[src/rtl/snn_config_loader_if.sv]
// rtl/snn_config_loader_if.sv - SPI pin bundle between a config host and snn_config_loader
interface snn_config_loader_if;
  logic spi_sclk;
  logic spi_cs_n;
  logic spi_mosi;
  logic spi_miso;

  modport master (output spi_sclk, output spi_cs_n, output spi_mosi, input spi_miso);
  modport slave  (input spi_sclk, input spi_cs_n, input spi_mosi, output spi_miso);
endinterface

[src/rtl/snn_config_loader.sv]
// rtl/snn_config_loader.sv - SPI-fed shadow register file with atomic commit to the SNN config buses
// Optional shadow readback on spi_miso is compiled in with `define SNN_CFG_READBACK_EN.
module snn_config_loader #(
  parameter int NUM_BYTES   = 75,
  parameter int SYNC_STAGES = 2
) (
  input  logic               clk,
  input  logic               reset,
  snn_config_loader_if.slave spi,
  output logic [383:0]       weights,
  output logic [191:0]       delays,
  output logic [7:0]         threshold,
  output logic [7:0]         decay,
  output logic [7:0]         refractory_period,
  output logic               cfg_valid,
  output logic               cfg_update
);
  localparam logic [7:0] NB = 8'(NUM_BYTES);

`ifdef SNN_CFG_READBACK_EN
  typedef enum logic [1:0] {IDLE, ADDR, DATA, READ} state_e;
`else
  typedef enum logic [1:0] {IDLE, ADDR, DATA} state_e;
`endif

  logic [SYNC_STAGES-1:0] sclk_sync_q, cs_sync_q, mosi_sync_q;
  logic                   sclk_prev_q, cs_prev_q;
  logic                   sclk_s, cs_s, mosi_s, sclk_rise, cs_rise;

  state_e      state_q, state_d;
  logic [6:0]  addr_q, addr_d;
  logic [2:0]  bit_cnt_q, bit_cnt_d;
  logic [7:0]  shift_q, shift_d;
  logic        wr_pend_q, wr_pend_d;
  logic [7:0]  wr_byte_q, wr_byte_d;
  logic        frame_wr_q, frame_wr_d;
  logic        cfg_valid_q, cfg_update_q;
  logic        commit, addr_in_range;

  logic [7:0]  shadow_q [NUM_BYTES];
  logic [7:0]  active_q [NUM_BYTES];

`ifdef SNN_CFG_READBACK_EN
  logic        sclk_fall;
  logic [7:0]  rd_shift_q, rd_shift_d;
  logic        rd_reload_q, rd_reload_d;

  function automatic logic [7:0] rd_byte(input logic [6:0] a);
    rd_byte = ({1'b0, a} < NB) ? shadow_q[a] : 8'h00;
  endfunction
`endif

  always_ff @(posedge clk or posedge reset) begin
    if (reset) begin
      sclk_sync_q <= '0;
      cs_sync_q   <= '1;
      mosi_sync_q <= '0;
      sclk_prev_q <= 1'b0;
      cs_prev_q   <= 1'b1;
    end else begin
      sclk_sync_q <= {sclk_sync_q[SYNC_STAGES-2:0], spi.spi_sclk};
      cs_sync_q   <= {cs_sync_q[SYNC_STAGES-2:0], spi.spi_cs_n};
      mosi_sync_q <= {mosi_sync_q[SYNC_STAGES-2:0], spi.spi_mosi};
      sclk_prev_q <= sclk_s;
      cs_prev_q   <= cs_s;
    end
  end

  assign sclk_s        = sclk_sync_q[SYNC_STAGES-1];
  assign cs_s          = cs_sync_q[SYNC_STAGES-1];
  assign mosi_s        = mosi_sync_q[SYNC_STAGES-1];
  assign sclk_rise     = sclk_s & ~sclk_prev_q;
  assign cs_rise       = cs_s & ~cs_prev_q;
  assign addr_in_range = ({1'b0, addr_q} < NB);
`ifdef SNN_CFG_READBACK_EN
  assign sclk_fall     = ~sclk_s & sclk_prev_q;
`endif

  always_comb begin
    state_d    = state_q;
    addr_d     = addr_q;
    bit_cnt_d  = bit_cnt_q;
    shift_d    = shift_q;
    wr_pend_d  = 1'b0;
    wr_byte_d  = wr_byte_q;
    frame_wr_d = frame_wr_q;
    commit     = 1'b0;
`ifdef SNN_CFG_READBACK_EN
    rd_shift_d  = rd_shift_q;
    rd_reload_d = rd_reload_q;
`endif
    // Completion of a data byte: the shadow write lands this cycle, then the address advances.
    if (wr_pend_q) begin
      if (addr_in_range) frame_wr_d = 1'b1;
      if (addr_q != 7'h7f) addr_d = addr_q + 7'd1;
    end
    if (cs_s) bit_cnt_d = '0;
    if (cs_rise) begin
      state_d    = IDLE;
      commit     = frame_wr_q;
      frame_wr_d = 1'b0;
    end else begin
      case (state_q)
        IDLE: if (!cs_s) state_d = ADDR;
        ADDR, DATA: begin
          if (sclk_rise) begin
            shift_d   = {shift_q[6:0], mosi_s};
            bit_cnt_d = bit_cnt_q + 3'd1;
            if (bit_cnt_q == 3'd7) begin
              if (state_q == ADDR) begin
                addr_d  = shift_d[6:0];
                state_d = DATA;
`ifdef SNN_CFG_READBACK_EN
                if (shift_d[7]) begin
                  state_d     = READ;
                  rd_shift_d  = rd_byte(shift_d[6:0]);
                  rd_reload_d = 1'b0;
                end
`endif
              end else begin
                wr_pend_d = 1'b1;
                wr_byte_d = shift_d;
              end
            end
          end
        end
`ifdef SNN_CFG_READBACK_EN
        READ: begin
          // The fall that ends the address byte arrives with bit_cnt == 0 and is ignored.
          if (sclk_rise) begin
            bit_cnt_d = bit_cnt_q + 3'd1;
            if (bit_cnt_q == 3'd7) begin
              if (addr_q != 7'h7f) addr_d = addr_q + 7'd1;
              rd_reload_d = 1'b1;
            end
          end else if (sclk_fall) begin
            if (rd_reload_q) begin
              rd_shift_d  = rd_byte(addr_q);
              rd_reload_d = 1'b0;
            end else if (bit_cnt_q != 3'd0) begin
              rd_shift_d = {rd_shift_q[6:0], 1'b0};
            end
          end
        end
`endif
        default: state_d = IDLE;
      endcase
    end
  end

  always_ff @(posedge clk or posedge reset) begin
    if (reset) begin
      state_q      <= IDLE;
      addr_q       <= '0;
      bit_cnt_q    <= '0;
      shift_q      <= '0;
      wr_pend_q    <= 1'b0;
      wr_byte_q    <= '0;
      frame_wr_q   <= 1'b0;
      cfg_valid_q  <= 1'b0;
      cfg_update_q <= 1'b0;
`ifdef SNN_CFG_READBACK_EN
      rd_shift_q   <= '0;
      rd_reload_q  <= 1'b0;
`endif
    end else begin
      state_q      <= state_d;
      addr_q       <= addr_d;
      bit_cnt_q    <= bit_cnt_d;
      shift_q      <= shift_d;
      wr_pend_q    <= wr_pend_d;
      wr_byte_q    <= wr_byte_d;
      frame_wr_q   <= frame_wr_d;
      cfg_update_q <= commit;
      if (commit) cfg_valid_q <= 1'b1;
`ifdef SNN_CFG_READBACK_EN
      rd_shift_q   <= rd_shift_d;
      rd_reload_q  <= rd_reload_d;
`endif
    end
  end

  always_ff @(posedge clk or posedge reset) begin
    if (reset) begin
      for (int i = 0; i < NUM_BYTES; i++) begin
        shadow_q[i] <= '0;
        active_q[i] <= '0;
      end
    end else begin
      if (wr_pend_q && addr_in_range) shadow_q[addr_q] <= wr_byte_q;
      if (commit) active_q <= shadow_q;
    end
  end

  always_comb begin
    weights = '0;
    delays  = '0;
    for (int k = 0; k < 48; k++) weights[8*k +: 8] = active_q[k];
    for (int j = 0; j < 24; j++) delays[8*j +: 8]  = active_q[48+j];
  end

  assign threshold         = active_q[72];
  assign decay             = active_q[73];
  assign refractory_period = active_q[74];
  assign cfg_valid         = cfg_valid_q;
  assign cfg_update        = cfg_update_q;

`ifdef SNN_CFG_READBACK_EN
  assign spi.spi_miso = (state_q == READ) ? rd_shift_q[7] : 1'b0;
`else
  assign spi.spi_miso = 1'b0;
`endif
endmodule
[src/flat_wrapper.sv]
// flat-port wrapper written by rule: the top's interface ports become plain ports
module snn_config_loader_flat 
#(
  parameter int NUM_BYTES   = 75,
  parameter int SYNC_STAGES = 2
)
  (clk, reset, weights, delays, threshold, decay, refractory_period, cfg_valid, cfg_update, spi_spi_sclk, spi_spi_cs_n, spi_spi_mosi, spi_spi_miso);
  snn_config_loader_if spi_i ();
  input  logic clk;
  input  logic reset;
  output logic [383:0] weights;
  output logic [191:0] delays;
  output logic [7:0] threshold;
  output logic [7:0] decay;
  output logic [7:0] refractory_period;
  output logic cfg_valid;
  output logic cfg_update;
  input wire logic [$bits(spi_i.spi_sclk)-1:0] spi_spi_sclk;
  input wire logic [$bits(spi_i.spi_cs_n)-1:0] spi_spi_cs_n;
  input wire logic [$bits(spi_i.spi_mosi)-1:0] spi_spi_mosi;
  output wire logic [$bits(spi_i.spi_miso)-1:0] spi_spi_miso;
  assign spi_i.spi_sclk = spi_spi_sclk;
  assign spi_i.spi_cs_n = spi_spi_cs_n;
  assign spi_i.spi_mosi = spi_spi_mosi;
  assign spi_spi_miso = spi_i.spi_miso;
  snn_config_loader #(.NUM_BYTES(NUM_BYTES), .SYNC_STAGES(SYNC_STAGES)) u_core (.clk(clk), .reset(reset), .spi(spi_i), .weights(weights), .delays(delays), .threshold(threshold), .decay(decay), .refractory_period(refractory_period), .cfg_valid(cfg_valid), .cfg_update(cfg_update));
endmodule
[config.mk]
export PLATFORM = sky130hd
export DESIGN_NAME = snn_config_loader_flat
export DESIGN_NICKNAME = d
export VERILOG_FILES = /design/src/rtl/snn_config_loader_if.sv /design/src/rtl/snn_config_loader.sv /design/src/flat_wrapper.sv
export SDC_FILE = /design/constraint.sdc
export NUM_CORES = 2
export LEC_CHECK = 0
export ABC_AREA = 0
export CAP_MARGIN = 20
export CORE_ASPECT_RATIO = 0.7
export CORE_MARGIN = 2
export CORE_UTILIZATION = 55
export DETAILED_ROUTE_END_ITERATION = 12
export PLACE_DENSITY = 0.79
export SETUP_SLACK_MARGIN = 0.3
export SYNTH_ARGS = -nofsm -noshare
export SYNTH_HDL_FRONTEND = slang
export SYNTH_SLANG_ARGS = --single-unit
[constraint.sdc]
create_clock -name clk -period 90.8 [get_ports clk]
set_clock_uncertainty 0.1 [all_clocks]
set_input_delay 18.16 -clock clk [delete_from_list [all_inputs] [get_ports clk]]
set_output_delay 18.16 -clock clk [all_outputs]
set_load 0.1 [all_outputs]
# Word level (Yosys, flattened, before mapping)
# Cells that the tools add are included.
[op_classes]
n_addsub = 2
order_cmp = 3
eq_ne = 8
mux = 29
bitwise = 7
n_reduce_logical = 10
[ops]
columns = ["cell", "count"]
rows = [
  ["bitwise mux 600 bit", 1],
  ["demux 8 bit (select 7 bit)", 1],
  ["two-way mux 7 bit", 7],
  ["two-way mux 3 bit", 4],
  ["two-way mux 2 bit", 5],
  ["two-way mux 1 bit", 9],
  ["!= test 3 x 1 -> 1 bit, second input constant", 3],
  ["greater-or-equal comparator 8 bit, second input constant", 1],
  ["< comparator 8 x 1 -> 1 bit, second input constant", 1],
  ["two-way mux 8 bit", 1],
  ["NOT 7 -> 8 bit", 1],
  ["adder 7 x 1 -> 7 bit, second input constant", 1],
  ["< comparator 7 bit, second input constant", 1],
  ["!= test 7 bit, second input constant", 1],
  ["AND reduction 5 bit", 1],
  ["NOT 1 bit", 4],
  ["case mux 2 bit (2 select lines)", 1],
  ["AND reduction 4 bit", 1],
  ["nonzero test 2 bit", 2],
  ["adder 3 x 1 -> 3 bit, second input constant", 1],
  ["equality test 3 bit, second input constant", 1],
  ["!= test 3 bit, second input constant", 1],
  ["AND reduction 3 bit", 1],
  ["AND 1 bit", 2],
  ["6 further kinds", 7],
]
[word_totals]
ff_bits = 1239
inputBits = 5
out_inout_bits = 603
wordCells = 223

# Longest topological paths before layout
[logic_depth]
word_depth = 8
mapped_depth = 9
depth_no_buf = 6

# Worst setup path before layout
# OpenSTA, ideal clock, no wires.
[synth_timing]
kind = "reg-to-output"
start = "reg u_core.active_q (netlist bit u_core.decay[0])"
end = "out decay[0]"
arrival_time_ns = 0.897
required_ns = 72.540
slack_ns = 71.643
path_stages_with_launch = 1
n_path_buf = 0
path_cell_list = "dfrtp_1"
[synth_rtl]
columns = ["item", "line", "text"]
rows = [
  ["from (decl)", "snn_config_loader.sv:41", "logic [7:0] active_q [NUM_BYTES];"],
  ["from (signal assigned)", "snn_config_loader.sv:191", "if (commit) active_q <= shadow_q;"],
  ["to (decl)", "flat_wrapper.sv:14", "output logic [7:0] decay;"],
]
# No word-level cell between the ends.

==> results_dict.tcl <==
set metrics [dict create \
    status "completed" \
    path_clk_slew_ns 0.06 \
    fillCellCount 6062 \
    ys_types 50 \
    syn_nets 4093 \
    coreArea_um2 84410 \
    ys_seq_area_share_pct 66.06 \
    cts_tree "built" \
    final_cells 5851 \
    cpMostUsedCell "buf_4" \
    p_leak_nw 30.53 \
    place_inst 5639 \
    p_per_area_nw_per_um2 18.13 \
    synthFlopType "dfrtp_1" \
    antenna_found_initial 3 \
    yosysTopAreaCellShare_pct 65.89 \
    die-area_um2 87740 \
    tightestPinTransition_ns 1.122 \
    grt_pass1_vias 32160 \
    clock.fmax_mhz 44.39 \
    critPathRequiredTime_ns 91.35 \
    setup_tns_ns 0 \
    hold_viol 0 \
    synthCells 4081 \
    worstSkewPairLatency_ns 0.68 \
    die_h_um 248.4 \
    drtIter0Drc 2618 \
    drc 0 \
    ir_drop_mv 0.01475 \
    seq_area_um2 31040 \
    drt-total-wl_mm 126.2 \
    synth_edf_count 0 \
    yosys.area.top_type "dfrtp_1" \
    fp.dieW_um 353.2 \
    cp-end-kind "async pin" \
    ios 608 \
    drive_above_1_share_pct 18.97 \
    grt_start_max_net_pins 196 \
    grt_overflow 0 \
    cp_num_buf_inv 7 \
    grt_first_pass_wirelength_mm 193.5 \
    power_frac_clock_pct 45.5 \
    internal_power_w 0.0008254 \
    setup_viol_count_final 0 \
    wl_per_cell_um 21.57 \
    hold_start "u_core.mosi_sync_q[0]" \
    pre_cts_ws_ns 66.75 \
    yosysWarningCount 0 \
    numCtsBuffers 110 \
    maxCapViolations 0 \
    crit_arrival_ns 23.08 \
    cts.sinks 1239 \
    fin_crit_sh_pct 24.81 \
    path_max_fanout 195 \
    rr_startpoint "u_core.cs_sync_q[1]" \
    startpoint "reset" \
    worstPathCellList "clkdlybuf4s50_1, inv_8, buf_4, buf_4, buf_4, buf_4, buf_12" \
    critPathKind "input pin to async pin" \
    cp_top_family "buffers and inverters" \
    grtUsageTotal_pct 28.64 \
    cts.path.max_buffers 3 \
    max_stage_delay_ns 0.80 \
    holdWs_ns 0.2521 \
    root_buffer "clkbuf_16" \
    report.final.slew_viol_count 0 \
    combPwrFrac_pct 1.5 \
    finalPower_w 0.001046 \
    cts_resized 0 \
    post_cts_buffers 0 \
    avgSynthCellArea_um2 11.50 \
    vias_per_cell 5.429 \
    relSlewSlack_pct 24.97 \
    rsz0062_at_grt "false" \
    numPortBuffers 606 \
    power_switching_w 0.0002209 \
    p_seq_share_pct 53.1 \
    place_hpwl_mm 78.48 \
    drtAntennaViolNets 0 \
    multi_input_area_um2 14940 \
    gp_congestion 0.8172 \
    r2r_slack_ns 85.58 \
    vias 31770 \
    synthToLayoutAreaGrowth_pct 22.96 \
    dr.pass1.iters 5 \
    layout.nets 4634 \
    rows 89 \
    synth-seq-cells 1239 \
    cts.htree.levels 3 \
    swShare_pct 21.11 \
    syn-cell-area_um2 46940 \
    synth_area_leaders "dfrtp_1 (66%), nand2_1 (15%), mux2_2 (14%)" \
    floorplan.initialDensity_pct 55.61 \
    hold_class "flip-flop to flip-flop" \
    fin_ws_ns 68.27 \
    cp-start-kind "input pin" \
    async_flop_share_pct 100.0 \
    ctsHoldBuffers 0 \
    crit_path_top_delay_cell "buf_4" \
    period_needed_ns 22.53 \
]
-- worst reg2reg max path, stage by stage, from the launching register on --
cell and delay, ns:
dfstp_2 0.55, nand2b_1 0.19, or2_4 0.61, inv_8 0.85, buf_4 0.46, buf_16 0.32, buf_4 0.96, buf_4 0.82
nand2_1 0.19, nand2_1 0.10
-- cells in the final DEF, fill, tap and decap left out, types with 3 or more instances in the layout --
cell type / n
nand2_1: 1856
dfstp_2: 3
and3b_1: 3
buf_4: 30
nand2b_1: 6
ha_1: 7
mux2_1: 10
a21oi_1: 5
clkinvlp_4: 4
buf_12: 4
nor2b_1: 4
clkdlybuf4s50_1: 606
dfrtp_4: 8
buf_16: 7
dfrtp_1: 1228
nor2_2: 19
clkbuf_8: 26
clkinv_2: 18
and4_1: 3
nand3_1: 7
inv_1: 4
nand2_4: 10
clkbuf_16: 112
and3_1: 5
clkbuf_1: 28
nand2_2: 24
mux2_2: 600
nor2_1: 13
o21ai_0: 11
bufinv_16: 7
-- sequential cells by signal, indices dropped and copies added (netlist names), 2 cells and up --
register / count
u_core.addr_q: 7
u_core.bit_cnt_q: 3
u_core.cs_sync_q: 2
u_core.decay: 8
u_core.delays: 192
u_core.mosi_sync_q: 2
u_core.refractory_period: 8
u_core.sclk_sync_q: 2
u_core.shadow_q: 600
u_core.shift_q: 7
u_core.state_q: 2
u_core.threshold: 8
u_core.weights: 384
u_core.wr_byte_q: 8
-- synth_stat cells, types with 10 or more instances --
master	n
o21ai_0	11
nand2_1	1856
nand2_4	10
nor2_1	13
mux2_2	600
mux2_1	10
nor2_2	19
buf_2	113
clkbuf_1	101
nand2_2	24
dfrtp_1	1236
-- path summary, 6_finish.rpt --
| kind | to | cells past startpoint |
|---|---|---|
| max in group clk | delays[164] | 1 |
| min | u_core.mosi_sync_q[1] | 0 |
| min reg2reg | u_core.mosi_sync_q[1] | 0 |
| max | u_core.shadow_q[389] | 7 |
| max reg2reg | u_core.weights[267] | 9 |
| min in group asynchronous | u_core.weights[94] | 2 |
-- kinds of logic after synthesis --
| group | after synthesis | synth area share (%) |
|---|---|---|
| AO/OA/AOI/OAI | 24 | 0.3066 |
| XOR/XNOR | 3 | 0.05599 |
| adder cells (fa/ha/maj) | 7 | 0.1866 |
| buffers and inverters | 224 | 2.124 |
| flip-flops | 1239 | 66.06 |
| multiplexers | 610 | 14.63 |
| other | 1 | 0.007989 |
| AND/OR/NAND/NOR | 1973 | 16.62 |
-- layout make-up --
| type | count | area share (%) |
|---|---|---|
| sequential | 1239 | 53.78 |
| timing repair buffer | 647 | 11.37 |
| tap | 1137 | 2.465 |
| clock inverter | 37 | 0.7761 |
| inverter | 6 | 0.06504 |
| multi-input combinational | 2618 | 25.88 |
| antenna | 1 | 0.004336 |
| clock buffer | 166 | 5.658 |
-- stage by stage --
stage          util, %  cell area (um^2)
2_1_floorplan        -             46940
3_3_place_gp     63.70             53770
3_5_place_dp     63.72             53790
4_1_cts          68.12             57500
5_1_grt          68.37             57710
6_report         68.38             57720
-- power groups by stage --
stage	logic (W)	clock network, W	registers (W)
after global placement	0.0000151	0	0.000565
after floorplan	0.0000111	0	0.000566
final	0.0000154	0.000476	0.000555
after detailed placement	0.0000154	0	0.000565
after CTS	0.0000154	0.000482	0.000555
after global routing	0.0000184	0.000505	0.000555
-- routing by layer --
metal  vias up  GRT usage [%]  wire length, um
met5         -              0               23
met3       225          4.536             6865
met1     16480          41.14            55130
li1      14090              -                -
met2       969          44.87            59770
met4         4          10.01             4434
Note: power is estimated with default switching activity, not from simulation.
